### config.mk
export PLATFORM = sky130hd
export DESIGN_NAME = sram_bus_arbiter
export DESIGN_NICKNAME = d
export VERILOG_FILES = /design/src/rtl/sram_bus_arbiter.sv
export SDC_FILE = /design/constraint.sdc
export NUM_CORES = 1
export LEC_CHECK = 0
export ABC_CLOCK_PERIOD_IN_PS = 2150
export BUFFER_PORTS_ARGS = -buffer_cell sky130_fd_sc_hd__clkbuf_2
export CORE_UTILIZATION = 47
export CTS_BUF_LIST = sky130_fd_sc_hd__clkbuf_2
export CTS_CLUSTER_DIAMETER = 60
export DETAILED_ROUTE_END_ITERATION = 8
export GPL_TIMING_DRIVEN = 0
export PLACE_DENSITY = 0.83
export REMOVE_ABC_BUFFERS = 1
export SLEW_MARGIN = 20
export SYNTH_ARGS = -nofsm -noshare
export SYNTH_HDL_FRONTEND = slang
export SYNTH_SLANG_ARGS = --single-unit
### constraint.sdc
create_clock -name clk -period 2.15 [get_ports clk]
set_input_delay 0.1075 -clock clk [delete_from_list [all_inputs] [get_ports clk]]
set_output_delay 0.1075 -clock clk [all_outputs]
set_load 0.01 [all_outputs]
### src/rtl/sram_bus_arbiter.sv
// sram_bus_arbiter: shares one sram-like bus between the fetch stream and the
// MEM-stage load/store stream. One transaction outstanding at a time; grants
// are only decided in IDLE, alternating priority when both stages request.
//
// state  | meaning
// -------+-----------------------------------------------------------------
// IDLE   | no transaction; arbitrate and latch the winning request
// I_ADDR | fetch address on the bus, waiting for bus_addr_ok
// I_WAIT | fetch accepted by the bus, waiting for bus_data_ok
// D_ADDR | load/store address on the bus, waiting for bus_addr_ok
// D_WAIT | load/store accepted by the bus, waiting for bus_data_ok
module sram_bus_arbiter #(
   parameter int ADDR_W = 32,
   parameter int DATA_W = 32
) (
   input  logic              clk,
   input  logic              rst,
   input  logic              flush,
   input  logic              inst_req,
   input  logic [ADDR_W-1:0] inst_addr,
   output logic              inst_addr_ok,
   output logic              inst_data_ok,
   output logic [DATA_W-1:0] inst_rdata,
   input  logic              data_req,
   input  logic              data_wr,
   input  logic [1:0]        data_size,
   input  logic [ADDR_W-1:0] data_addr,
   input  logic [DATA_W-1:0] data_wdata,
   output logic              data_addr_ok,
   output logic              data_data_ok,
   output logic [DATA_W-1:0] data_rdata,
   output logic              bus_req,
   output logic              bus_wr,
   output logic [1:0]        bus_size,
   output logic [ADDR_W-1:0] bus_addr,
   output logic [DATA_W-1:0] bus_wdata,
   input  logic              bus_addr_ok,
   input  logic              bus_data_ok,
   input  logic [DATA_W-1:0] bus_rdata,
   output logic              stallreq_if,
   output logic              stallreq_mem
);

   typedef enum logic [2:0] {IDLE, I_ADDR, I_WAIT, D_ADDR, D_WAIT} state_t;

   state_t            state_q, state_d;
   logic              last_data_q;   // 1 = data owned the bus last
   logic              discard_q;
   logic              inst_busy_q, data_busy_q;
   logic              lat_wr_q;
   logic [1:0]        lat_size_q;
   logic [ADDR_W-1:0] lat_addr_q;
   logic [DATA_W-1:0] lat_wdata_q;
   logic [DATA_W-1:0] inst_rdata_q, data_rdata_q;
   logic              inst_dok_q, data_dok_q;

   logic grant_i, grant_d;
   logic complete_i, complete_d;
   logic drop_i;

   // arbitration and completion detection
   always_comb begin
      grant_d    = 1'b0;
      grant_i    = 1'b0;
      complete_i = 1'b0;
      complete_d = 1'b0;
      if (!rst && state_q == IDLE) begin
         grant_d = data_req & (~inst_req | ~last_data_q);
         grant_i = inst_req & ~grant_d;
      end
      if ((state_q == I_ADDR && bus_addr_ok) || state_q == I_WAIT)
         complete_i = bus_data_ok;
      if ((state_q == D_ADDR && bus_addr_ok) || state_q == D_WAIT)
         complete_d = bus_data_ok;
   end

   // a flush arriving in the completion cycle still kills that fetch
   assign drop_i = discard_q | flush;

   // next-state logic
   always_comb begin
      state_d = state_q;
      case (state_q)
         IDLE: begin
            if (grant_d)      state_d = D_ADDR;
            else if (grant_i) state_d = I_ADDR;
         end
         I_ADDR: begin
            if (complete_i)       state_d = IDLE;
            else if (bus_addr_ok) state_d = I_WAIT;
         end
         I_WAIT: if (complete_i) state_d = IDLE;
         D_ADDR: begin
            if (complete_d)       state_d = IDLE;
            else if (bus_addr_ok) state_d = D_WAIT;
         end
         D_WAIT: if (complete_d) state_d = IDLE;
         default: state_d = IDLE;
      endcase
   end

   // state, request latches, busy/discard flags and response capture
   always_ff @(posedge clk) begin
      if (rst) begin
         state_q      <= IDLE;
         last_data_q  <= 1'b0;
         discard_q    <= 1'b0;
         inst_busy_q  <= 1'b0;
         data_busy_q  <= 1'b0;
         lat_wr_q     <= 1'b0;
         lat_size_q   <= 2'd0;
         lat_addr_q   <= '0;
         lat_wdata_q  <= '0;
         inst_rdata_q <= '0;
         data_rdata_q <= '0;
         inst_dok_q   <= 1'b0;
         data_dok_q   <= 1'b0;
      end else begin
         state_q    <= state_d;
         inst_dok_q <= complete_i & ~drop_i;
         data_dok_q <= complete_d;
         if (grant_d) begin
            lat_wr_q    <= data_wr;
            lat_size_q  <= data_size;
            lat_addr_q  <= data_addr;
            lat_wdata_q <= data_wdata;
            data_busy_q <= 1'b1;
            last_data_q <= 1'b1;
         end else if (grant_i) begin
            lat_wr_q    <= 1'b0;
            lat_size_q  <= 2'd2;
            lat_addr_q  <= inst_addr;
            lat_wdata_q <= '0;
            inst_busy_q <= 1'b1;
            last_data_q <= 1'b0;
         end
         if (complete_d) begin
            data_busy_q  <= 1'b0;
            data_rdata_q <= bus_rdata;
         end
         if (complete_i) begin
            inst_busy_q <= 1'b0;
            discard_q   <= 1'b0;
            if (!drop_i) inst_rdata_q <= bus_rdata;
         end else if (flush && (grant_i || state_q == I_ADDR || state_q == I_WAIT)) begin
            discard_q <= 1'b1;
         end
      end
   end

   // bus side and stage handshakes
   always_comb begin
      inst_addr_ok = grant_i;
      data_addr_ok = grant_d;
      inst_data_ok = inst_dok_q;
      data_data_ok = data_dok_q;
      inst_rdata   = inst_rdata_q;
      data_rdata   = data_rdata_q;
      bus_req      = (state_q == I_ADDR) || (state_q == D_ADDR);
      bus_wr       = lat_wr_q;
      bus_size     = lat_size_q;
      bus_addr     = lat_addr_q;
      bus_wdata    = lat_wdata_q;
      stallreq_if  = ~rst & ~inst_dok_q &
                     ((inst_req & ~grant_i) | (inst_busy_q & ~discard_q));
      stallreq_mem = ~rst & ~data_dok_q &
                     ((data_req & ~grant_d) | data_busy_q);
   end

endmodule

# --- Word level (Yosys, flattened, before mapping) ---
# Index checks and enable logic that the tools add are counted.
totals:
  regBits: 140
  latchBits: 0
  ramBits: 0
  rom_bits: 0
  in_bits: 138
  out_inout_bits: 138
  word_cells: 85
  n_memories: 0
classes:
  addsub: 0
  mul: 0
  n_div: 0
  n_lt_le_gt_ge: 0
  n_eq_ne: 9
  n_shift: 0
  muxes: 22
  n_bitwise: 24
  reduce_logical: 17
op_table:
  columns: ["operator", "count"]
  rows:
  - ["$mux 32", 4]
  - ["$mux 3", 8]
  - ["$pmux 3 s5", 1]
  - ["$and 1x1->1", 10]
  - ["$not 1->1", 10]
  - ["$ne 3x3->1 const B", 3]
  - ["$mux 1", 7]
  - ["$eq 3x2->1 const B", 2]
  - ["$logic_or 1x1->1", 5]
  - ["$reduce_and 5->1", 1]
  - ["$logic_and 1x1->1", 4]
  - ["$mux 2", 2]
  - ["$ne 2x2->1 const B", 2]
  - ["$or 1x1->1", 4]
  - ["$reduce_and 2->1", 2]
  - ["$reduce_or 2->1", 2]
  - ["$eq 3x1->1 const B", 1]
  - ["$eq 3x3->1 const B", 1]
  - ["$logic_not 3->1", 1]
  - ["$reduce_bool 2->1", 1]
  - ["$logic_not 1->1", 1]

# --- Depth between registers and ports, before layout ---
# Gate-level depths: netlist (run 1).
logic_depth:
  ltp_word: 10
  mapped_depth: 7
  ltp_nobuf: 5

# --- Least setup slack after synthesis (run 1) ---
# No wires, ideal clock.
synth_timing:
  path_kind: "reg-to-reg"
  from: "register state_q[1]"
  to: "register discard_q"
  setup_time_ps: 70
  arrival_time_ps: 1522
  t_required_ps: 2080
  path_slack_ps: 558
  path_stages_with_launch: 6
  path_buffers: 1
  period_less_slack_ps: 1592
  cell_sequence: "dfxtp_1 > buf_6 > or4_4 > nor3b_4 > o21ai_0 > a21boi_1"
synth_between:
  elab_chain_cells: 6
  word_cells_on_any_way: 12
  classes_between: "eq/ne: 2; mux: 2; reduce/logical: 8"
synth_rtl:
  columns: ["item", "line_no", "text"]
  rows:
  - ["from (decl)", "46", "state_t state_q, state_d;"]
  - ["from (signal assigned)", "119", "state_q <= state_d;"]
  - ["$logic_not 3->1", "67", "if (!rst && state_q == IDLE) begin"]
  - ["$logic_and 1x1->1", "67", null]
  - ["$mux 1", "67", null]
  - ["net inst_addr_ok", "21", "output logic inst_addr_ok,"]
  - ["$logic_or 1x1->1 (2 in series)", "145", "end else if (flush && (grant_i || state_q == I_ADDR || state_q == I_WAIT)) begin"]
  - ["$logic_and 1x1->1", "145", null]
  - ["to (signal assigned)", "107", "discard_q <= 1'b0;"]
  - ["to (signal assigned)", "143", "discard_q <= 1'b0;"]
  - ["to (signal assigned)", "146", "discard_q <= 1'b1;"]
  - ["to (decl)", "48", "logic discard_q;"]
# The timed path passes the listed nets, and every way through them passes these cells.
# A chain may end at the register's enable or synchronous reset.

# --- Worst setup path in the final report (run 1) ---
layout_timing:
  from: "register state_q[0]"
  to: "register lat_addr_q[10], in the netlist bus_addr[10]"
layout_between:
  elab_chain_cells: 4
  word_cells_on_any_way: 6
  classes_between: "mux: 3; reduce/logical: 3"
layout_rtl:
  columns: ["item", "line_no", "text"]
  rows:
  - ["$logic_not 3->1 (*)", "67", null]
  - ["$logic_and 1x1->1 (*)", "67", null]
  - ["$mux 1", "67", null]
  - ["$mux 32 or $reduce_bool 2->1 (tied branches)", null, null]
  - ["to (signal assigned)", "125", "lat_addr_q <= data_addr;"]
  - ["to (signal assigned)", "132", "lat_addr_q <= inst_addr;"]
  - ["to (decl)", "52", "logic [ADDR_W-1:0] lat_addr_q;"]
# Every way passes the cells marked *; elsewhere a longest branch is shown, timed or not.

==> results.md, run 1 <==
* Status: finished, violations left
* Failing checks: design-rule violations, negative setup slack
* Period minus WS final at 2.39 ns
* Crit end category: register
* Site Rows at 38
* Power Dens Cells at 765 mW/mm2
* Global route total overflow at 0
* Core area at 0.0109 mm2
* Hold endpoint: last_data_q$_SDFFE_PP0P_
* Slew margin rel. at 18.3%
* Final worst-path cycle share at 111%
* Remaining DRCs at 38
* Reg-to-reg startpoint: state_q[0]$_SDFFE_PP0P_
* Initial Util at 48.4%
* Fmax at 0.418 GHz
* Layout fillers at 578
* Max_cap viols at 0
* Worst VDD drop at 0.000514 V
* CTS tree: built
* Area leader, netlist: dfxtp_1
* Req. time, crit path at 2.80 ns
* # setup viols final at 7
* Nets@finish at 1165
* FF+latch count, synth at 140
* Clk buf depth at 2
* Most frequent cells in the layout: clkbuf_2, dlygate4sd3_1, dfxtp_1
* Stages on worst setup path at 8
* Pre-CTS WS at -0.908 ns
* Antenna violations before repair at 14
* Hold WC Path Type: primary input to register
* Critical path launch point type: register
* Final WS setup at -0.241 ns
* Crit path max fanout at 28
* P_leak at 0.00433 uW
* CP Buf/Inv Count at 4
* Slowest stage cell, crit path: a21oi_1
* Vias at 7228
* Gr usage total at 41.9%
* Root Buffer: clkbuf_2
* Antenna Nets Post-Route at 0
* DR pass1 iterations at 9
* Least-Margin Pin Slew at 1.22 ns
* Mean Syn Cell Area at 8.76 um2
* I/O pin count at 276
* Largest cells by area after synthesis: dfxtp_1, a21oi_1, nand2_1, mux2i_1, nor2_1
* Final Max Slew Viols at 0
* Commonest non-fill, non-tap cell in the layout: clkbuf_2
* Yosys warning count at 0
* Gate count of the mapped netlist at 601
* WHS at 0.0631 ns
* Worst reg2reg path endpoint: bus_addr[10]$_SDFFE_PP0P_
* Final Hold Viols at 0
* Worst clock skew at 0.0446 ns
* Cts bufs inserted at 17
* Initial DRC Count at 1216
* R2r setup slk at -0.24 ns
* RSZ-0062 raised after global routing: true
* Placed insts at 971
* Crit path DAT at 3.04 ns
* Largest net degree at the start of global routing at 112
* Worst hold start: rst
* Clock transition at path regs at 0.22 ns
* Sequential cell area at 0.00281 mm2
* Reg2Reg Depth at 8
* Footprint of the multi-input gates at 0.00233 mm2
* Final HPWL DP at 10.3 mm
* Crit path kind: register to register
* Fin util at 81.2%
* Global-route wire length before repair at 35.8 mm
* Buffers on Ports at 275
* Die height at 108 um
* Hold Path Stages at 6
* WL/cell at 23.0 um
* Clk_lat worst skew at 0.81 ns
* Sequential area share after synthesis at 53.2%
* Cell Area, Synth at 0.00527 mm2
* Layout cell share with drive strength beyond 1 at 34.7%
* Vias in the first global route at 6631
* Vias per cell at 6.06
* Post-route insts no fill at 1192
* RePlAce Congestion at 0.787
* Synth unique cells at 39
* Post-synth top area share at 53.2%
* Die width at 108 um
* Die Footprint at 0.0116 mm2
* Largest delay share family, worst path: compound AO/OA/AOI/OAI gates
* Post-Route WL at 27.5 mm
* Overall power at 6770 uW
* Critical path cell sequence: nor4_4 > buf_4 > buf_4 > o21ai_4 > buf_6 > buf_16 > a21oi_1 > a21oi_1
* H-Tree Level Count at 4
* Critical Path Max Stage Delay at 0.47 ns
* Area growth syn-to-layout at 67.9%
* Clock sinks at 140
[flip-flops by register name, summed over array words and instances (netlist names)]
| register | count |
|---|---|
| bus_size | 2 |
| discard_q | 1 |
| data_data_ok | 1 |
| bus_wr | 1 |
| last_data_q | 1 |
| inst_data_ok | 1 |
| inst_busy_q | 1 |
| bus_addr | 32 |
| state_q | 3 |
| bus_wdata | 32 |
| data_busy_q | 1 |
| data_rdata | 32 |
| inst_rdata | 32 |
[cells in the mapped netlist]
master,n
a21boi_1,1
o22ai_1,1
nor4_4,1
mux2i_1,32
and4b_1,1
buf_2,12
nor2_1,76
a21oi_1,97
nand3_2,1
o21ai_1,30
a22oi_1,34
a31o_2,1
nor3_1,3
a21boi_2,1
nand3b_1,1
buf_4,3
inv_2,1
nand2b_1,1
a31oi_1,2
buf_6,7
maj3_1,1
o21a_1,1
nor2_8,1
inv_1,3
a221oi_1,1
nor4b_1,1
nor2b_1,2
nor3b_4,1
nor3b_1,2
o21ai_0,8
or4_4,1
clkbuf_1,26
a211oi_1,2
nand2_1,101
buf_1,1
dfxtp_1,140
a21bo_2,1
or2b_1,1
a2111oi_1,1
[report_power, final]
| group | internal, uW | total (uW) | switching [uW] |
|---|---|---|---|
| combinational | 903 | 2160 | 1250 |
| clock | 516 | 1570 | 1060 |
| sequential | 2840 | 3040 | 202 |
| total | 4260 | 6770 | 2510 |
[stage by stage]
step	instance area (um2)	setup TNS, ns
2_1_floorplan	5000	-75.48
3_3_place_gp	6560	-258.98
3_5_place_dp	6710	-51.14
4_1_cts	8570	-0.444
5_1_grt	8840	-1.66
6_report	8840	-0.770
[worst reg2reg max path, stage by stage, from the launching register on]
cell	delay (ns)
dfxtp_4	0.40
nor4_4	0.35
buf_4	0.17
buf_4	0.14
o21ai_4	0.12
buf_6	0.18
buf_16	0.17
a21oi_1	0.48
a21oi_1	0.26
[layout make-up]
class / count / area share [%]
Sequential cell: 140 / 31.8
Tap cell: 140 / 1.98
Clock inverter: 14 / 1.46
Timing Repair inverter: 3 / 0.297
Clock buffer: 18 / 1.02
Timing Repair Buffer: 450 / 36.3
Multi-Input combinational cell: 411 / 26.4
Antenna cell: 12 / 0.340
Inverter: 4 / 0.354
[per-layer routing]
metal | up-vias | track usage [%] | wire length (um)
met4 | 4 | 30.3 | 2380
met5 | - | 0 | 63
met2 | 805 | 63.8 | 12000
met3 | 287 | 27.7 | 4370
met1 | 3195 | 40.6 | 8600
li1 | 2937 | - | -
[worst max path at each step]
stage	startpoint	end	slack [ns]
finish	state_q[0]$_SDFFE_PP0P_	bus_addr[10]$_SDFFE_PP0P_	-0.24
global route	state_q[0]$_SDFFE_PP0P_	bus_addr[10]$_SDFFE_PP0P_	-0.30
CTS	state_q[1]$_SDFFE_PP0P_	inst_addr_ok	-0.13
detailed placement	rst	state_q[1]$_SDFFE_PP0P_	-0.91
global placement	rst	state_q[1]$_SDFFE_PP0P_	-3.10
floorplan	state_q[2]$_SDFFE_PP0P_	data_busy_q$_SDFFE_PP0P_	-1.22
[logic make-up (layout without fill, tap and decap cells)]
family / Yosys count / in the layout / synth area share, %
flip-flops: 140 / 140 / 53.2
other: 0 / 12 / 0
multiplexers: 32 / 32 / 6.08
AND/OR/NAND/NOR: 194 / 196 / 15.7
buffers and inverters: 53 / 489 / 5.27
AO/OA/AOI/OAI: 181 / 182 / 19.5
adder cells (fa/ha/maj): 1 / 1 / 0.190
[repair_timing]
| item | 4_1_cts | 5_1_grt |
|---|---|---|
| cloned | 2 | 4 |
| hold endpoints to repair | 140 | 23 |
| setup buffers | 10 | 10 |
| gates resized for setup | 15 | 20 |
| pin swaps | 6 | 5 |
| setup endpoints to repair | 74 | 48 |
| hold buffers | 150 | 3 |
(Power assumes the default switching activity.)
==> run 2: changes to the inputs <==
--- a/config.mk
+++ b/config.mk
@@ -12,7 +12,7 @@
 export CTS_CLUSTER_DIAMETER = 60
 export DETAILED_ROUTE_END_ITERATION = 8
 export GPL_TIMING_DRIVEN = 0
-export PLACE_DENSITY = 0.83
+export PLACE_DENSITY_LB_ADDON = 0.3
 export REMOVE_ABC_BUFFERS = 1
 export SLEW_MARGIN = 20
 export SYNTH_ARGS = -nofsm -noshare
==> run 2 against run 1 <==
Compared with the run above: the run ends with negative setup slack left; die area is the same; clock-buffer cell count decreased by 1; clock skew is 0.022 ns lower; largest power group unchanged.
==> results.md, run 2 (same netlist as run 1, synthesis figures left out) <==
* Final Hold Viols at 0
* Final TNS setup at -0.00476 ns
* Dpl cell area at 0.00673 mm2
* Hold Path Stages at 4
* DR pass1 iterations at 6
* WL/cell at 19.0 um
* Critical Path Max Stage Delay at 0.57 ns
* Least-Margin Pin Slew at 0.978 ns
* Critical path cell sequence: or4_4 > o21ai_2 > a211oi_1 > buf_2
* R2r setup slk at 0.07 ns
* H-Tree Level Count at 4
* GR Util met1 at 36.6%
* Initial Util at 48.4%
* Final WS setup at -0.00476 ns
* Initial DRC Count at 810
* Fin util at 79.7%
* M2 GR Usage at 60.6%
* CP Buf/Inv Count at 1
* Area growth syn-to-layout at 64.7%
* Clk buf depth at 2
* Gr usage total at 36.6%
* Crit path kind: register to output pin
* Final HPWL DP at 10.7 mm
* I/O pin count at 276
* P_leak at 0.00424 uW
* RePlAce Congestion at 0.785
* Cts bufs inserted at 17
* Stages on worst setup path at 4
* Vias at 6535
* Max_cap viols at 0
* Sw Pwr at 2250 uW
* Status: finished, violations left
* Hold WC Path Type: primary input to register
* Global-route wire length before repair at 32.4 mm
* Layer with the highest usage: met2
* Clock sinks at 140
* RSZ-0062 raised after global routing: true
* Global route total overflow at 0
* Period minus WS final at 2.15 ns
* Vias per cell at 5.60
* Post-Route WL at 22.2 mm
* # setup viols final at 1
* Die Footprint at 0.0116 mm2
* GRT met3 Usage at 15.0%
* Final worst-path cycle share at 100%
* Die width at 108 um
* Layout cell share with drive strength beyond 1 at 34.2%
* Final Max Slew Viols at 0
* Crit end category: output pin
* Gate power share at 28.4%
* Vias in the first global route at 6478
* Antenna violations before repair at 2
* Buffers on Ports at 275
* Reg2Reg Depth at 8
* Slowest stage cell, crit path: or4_4
* Critical path launch point type: register
* Nets@finish at 1149
* Worst clock skew at 0.0226 ns
* Clock Power Share at 26.6%
* Site Rows at 38
* Net switching fraction of the power at 33.7%
* Largest delay share family, worst path: simple AND/OR/NAND/NOR gates
* Fmax at 0.464 GHz
* CTS tree: built
* Most frequent cells in the layout: clkbuf_2, dlygate4sd3_1, dfxtp_1
* Clock transition at path regs at 0.21 ns
* P_int at 4430 uW
* Pre-CTS WS at -0.945 ns
* Worst VDD drop at 0.000696 V
* Power Dens Cells at 769 mW/mm2
* Root Buffer: clkbuf_2
* Crit path max fanout at 3
* Clk_lat worst skew at 0.70 ns
* Core area at 0.0109 mm2
* Failing checks: negative setup slack
* Remaining DRCs at 0
* Seq pwr share at 45.0%
* Commonest non-fill, non-tap cell in the layout: clkbuf_2
* Slew margin rel. at 34.7%
* Antenna Nets Post-Route at 0
* Die height at 108 um
* Largest net degree at the start of global routing at 77
* Crit path DAT at 2.05 ns
* Req. time, crit path at 2.04 ns
* Design Area, Final at 0.00868 mm2
## run 2: changes by cell type in the layout (fill, tap and decap cells not counted), sizes merged
cell / delta
buf: -5
bufinv: +2
clkbuf: -1
clkinv: -1
clkinvlp: -2
diode: -9
dlygate4sd3: -8
dlymetal6s4s: -1
## run 2: cell type report
cell class	count	area [um2]
Clock inverter	15	196
Fill cell	634	2210
Timing Repair inverter	1	8.76
Multi-Input combinational cell	411	2290
Antenna cell	3	7.51
Tap cell	140	175
Clock buffer	17	85.1
Timing Repair Buffer	436	3070
Inverter	4	31.3
Sequential cell	140	2810
## run 2: worst paths after layout
path / startpoint / end
worst max-delay path: state_q[2]$_SDFFE_PP0P_ / stallreq_if
worst min-delay path: bus_rdata[20] / inst_rdata[20]$_SDFFE_PP0P_
worst max register to register: state_q[1]$_SDFFE_PP0P_ / bus_wdata[11]$_SDFFE_PP0P_
worst min register to register: inst_rdata[20]$_SDFFE_PP0P_ / inst_rdata[20]$_SDFFE_PP0P_
## run 2: tightest hold or removal path, stage by stage
cell and delay [ns]:
dlygate4sd3_1 0.53, clkbuf_2 0.11, nand2_1 0.05, a21oi_1 0.05
## run 2: what timing repair did
item / CTS / global route
gates resized for setup: 15 / 9
endpoints found under the setup margin: 74 / 42
setup buffers: 12 / 3
endpoints found under the hold margin: 140 / 0
hold buffers: 141 / 0
gates cloned: 2 / 2
pin swaps: 5 / 5
## run 2: metal layers
metal	vias to the layer above	part of all wire (%)
li1	2887	-
met1	2998	35
met2	506	49
met3	144	10
met4	0	6.0
met5	-	0
## run 2: power groups by stage
stage / Clock, uW / Sequential [uW] / Combinational (uW)
after floorplan: 0 / 3120 / 655
after global placement: 0 / 3020 / 1300
after detailed placement: 0 / 3040 / 1370
after CTS: 1780 / 2970 / 1710
after global routing: 1880 / 3020 / 2020
final: 1770 / 3010 / 1890
## run 2: per-stage QoR
step                      cells  hold slack (ns)  power, uW
after floorplan             552            0.177       3770
after global placement      967            0.335       4320
after detailed placement    972            0.338       4410
final                      1167            0.158       6670
after CTS                  1159           0.0826       6470
after global routing       1166           0.0954       6920
==> run 3: changes to the inputs <==
--- a/config.mk
+++ b/config.mk
@@ -5,9 +5,10 @@
 export SDC_FILE = /design/constraint.sdc
 export NUM_CORES = 1
 export LEC_CHECK = 0
+export ABC_AREA = 1
 export ABC_CLOCK_PERIOD_IN_PS = 2150
 export BUFFER_PORTS_ARGS = -buffer_cell sky130_fd_sc_hd__clkbuf_2
-export CORE_UTILIZATION = 47
+export CORE_UTILIZATION = 48
 export CTS_BUF_LIST = sky130_fd_sc_hd__clkbuf_2
 export CTS_CLUSTER_DIAMETER = 60
 export DETAILED_ROUTE_END_ITERATION = 8
==> run 3 against run 2 <==
Compared with the run above: the run now ends clean; die area grew 4.9%; cell count grew 12%; sequential power grew 4%; flip-flop and latch count is the same; synthesized area grew 7.2%; critical path type is now register to register; largest cell class unchanged.
==> results.md, run 3 <==
* Status: complete, no violations
* Cts bufs inserted at 17
* Die width at 110 um
* H-Tree Level Count at 4
* Hold endpoint: last_data_q$_SDFFE_PP0P_
* Vias per cell at 5.55
* Largest net degree at the start of global routing at 60
* Sequential area share after synthesis at 49.6%
* Fmax at 0.472 GHz
* Crit path max fanout at 9
* Vias in the first global route at 7404
* Hold Path Stages at 5
* Core area at 0.0114 mm2
* R2r setup slk at 0.03 ns
* P_leak at 0.00418 uW
* Worst VDD drop at 0.000544 V
* RePlAce Congestion at 0.797
* Largest cells by area after synthesis: dfxtp_1, nand2_1, a21oi_1, o21ai_0, nand4_1
* Critical Path Max Stage Delay at 0.59 ns
* Layout cell share with drive strength beyond 1 at 33.2%
* CP Buf/Inv Count at 3
* Area growth syn-to-layout at 62.5%
* Final HPWL DP at 10.4 mm
* Period minus WS final at 2.12 ns
* Stages on worst setup path at 9
* Yosys warning count at 0
* Gr usage total at 39.3%
* DR pass1 iterations at 5
* Sequential cell area at 0.00281 mm2
* Initial Util at 49.5%
* Most frequent cells in the layout: clkbuf_2, nand2_1, dlygate4sd3_1
* Req. time, crit path at 2.77 ns
* CTS tree: built
* Overall power at 7500 uW
* Post-synth EDFFs at 0
* Final Max Slew Viols at 0
* Initial DRC Count at 727
* Clk_lat worst skew at 0.71 ns
* Mean Syn Cell Area at 7.84 um2
* Gate count of the mapped netlist at 720
* Crit path kind: register to register
* Slew margin rel. at 42.5%
* Hold WC Path Type: primary input to register
* Placed insts at 1084
* Global route total overflow at 0
* Critical path cell sequence: inv_2 > nand2_1 > nor2_4 > nand3_4 > buf_4 > o21ai_1 > o21ai_0 > dlygate4sd3_1 > a21oi_1
* Footprint of the multi-input gates at 0.00252 mm2
* Crit end category: register
* Least-Margin Pin Slew at 0.863 ns
* Commonest non-fill, non-tap cell in the layout: clkbuf_2
* Worst clock skew at 0.0346 ns
* Final WS setup at 0.0297 ns
* Crit path DAT at 2.74 ns
* Root Buffer: clkbuf_2
* Cell Area, Synth at 0.00565 mm2
* Antenna violations before repair at 3
* I/O pin count at 276
* Commonest cells post-synth: nand2_1, dfxtp_1, a21oi_1, o21ai_0, nand3_1
* Top-count cell post-synth: nand2_1
* Synth unique cells at 32
* Final TNS setup at 0 ns
* Power Dens Cells at 817 mW/mm2
* Worst hold start: data_req
* Slowest stage cell, crit path: dlygate4sd3_1
* Largest delay share family, worst path: buffers and inverters
* WHS at 0.122 ns
* Clock sinks at 140
* Antenna Nets Post-Route at 0
* Site Rows at 39
* Clk buf depth at 2
* Vias at 7237
* Max_cap viols at 0
* Nets@finish at 1282
* Reg-to-reg startpoint: state_q[1]$_SDFFE_PP0P_
* FF+latch count, synth at 140
* Post-route insts no fill at 1303
* Critical path launch point type: register
* Remaining DRCs at 0
* Die Footprint at 0.0122 mm2
* Reg2Reg Depth at 9
* Area leader, netlist: dfxtp_1
* RSZ-0062 raised after global routing: true
* Pre-CTS WS at -1.37 ns
* # setup viols final at 0
* Final Hold Viols at 0
* Layout fillers at 683
* Global-route wire length before repair at 37.9 mm
* Async S/R FF share, synth at 0%
* Clock transition at path regs at 0.19 ns
* Final worst-path cycle share at 98.6%
* Die height at 110 um
* Worst reg2reg path endpoint: bus_addr[5]$_SDFFE_PP0P_
* Buffers on Ports at 275
* Post-synth top area share at 49.6%
* WL/cell at 18.7 um
* Post-Route WL at 24.4 mm
* Post-synth top flop: dfxtp_1
-- run 3: kinds of logic after synthesis --
kind of cell	synth area share (%)
AOI/OAI and AO/OA	17.1
buffers and inverters	8.26
DFF	49.6
and+or+nand+nor	25.0
-- run 3: layout make-up --
cell class	instances	share of cell area (%)
multi-input cells	487	27.5
clock buffers	17	0.927
flip-flops and latches	140	30.7
inverters	44	2.02
repair buffers	454	34.9
well taps	143	1.95
clock inverters	15	1.95
diodes	3	0.0818
-- run 3: stage by stage --
step	cell area [um2]	util (%)
final	9180	80.4
after global routing	9180	80.4
after CTS	9090	79.6
after detailed placement	6960	60.9
after global placement	6900	60.5
after floorplan	5350	-
-- run 3: tightest hold or removal path, stage by stage --
cell and delay, ns:
clkbuf_2 0.10, nand2_1 0.07, inv_2 0.11, nand3_4 0.29
nand2_1 0.09
-- run 3: routing by layer --
layer  up-vias  global-route usage (%)  wire (um)
met2       558                    65.6      11900
met5         -                       0          0
met3       148                    11.2       2260
li1       3253                       -          -
met4         0                    27.2       1460
met1      3278                    42.9       8780
-- run 3: how the worst max path moves through the flow --
stage                             startpoint                         end  slack (ns)
floorplan             discard_q$_SDFFE_PP0P_  inst_rdata[0]$_SDFFE_PP0P_       -0.19
global placement                         rst  bus_wdata[24]$_SDFFE_PP0P_       -3.11
detailed placement                       rst   bus_wdata[4]$_SDFFE_PP0P_       -1.37
CTS                  state_q[0]$_SDFFE_PP0P_                 stallreq_if        0.02
global route        last_data_q$_SDFFE_PP0P_    bus_addr[5]$_SDFFE_PP0P_       -0.11
finish               state_q[1]$_SDFFE_PP0P_    bus_addr[5]$_SDFFE_PP0P_        0.03
-- run 3: report_power, final --
part	internal [uW]	switching, uW	leakage [uW]
Clock	738	973	0.000143
Sequential	2900	219	0.00114
Combinational	1040	1620	0.00290
-- run 3: what timing repair did --
| item | CTS | global route |
|---|---|---|
| hold endpoints to repair | 136 | 0 |
| pin swaps | 9 | 4 |
| gates cloned | 5 | 1 |
| setup buffers | 8 | 0 |
| gates resized for setup | 10 | 22 |
| endpoints found under the setup margin | 105 | 44 |
| hold buffers | 170 | 0 |
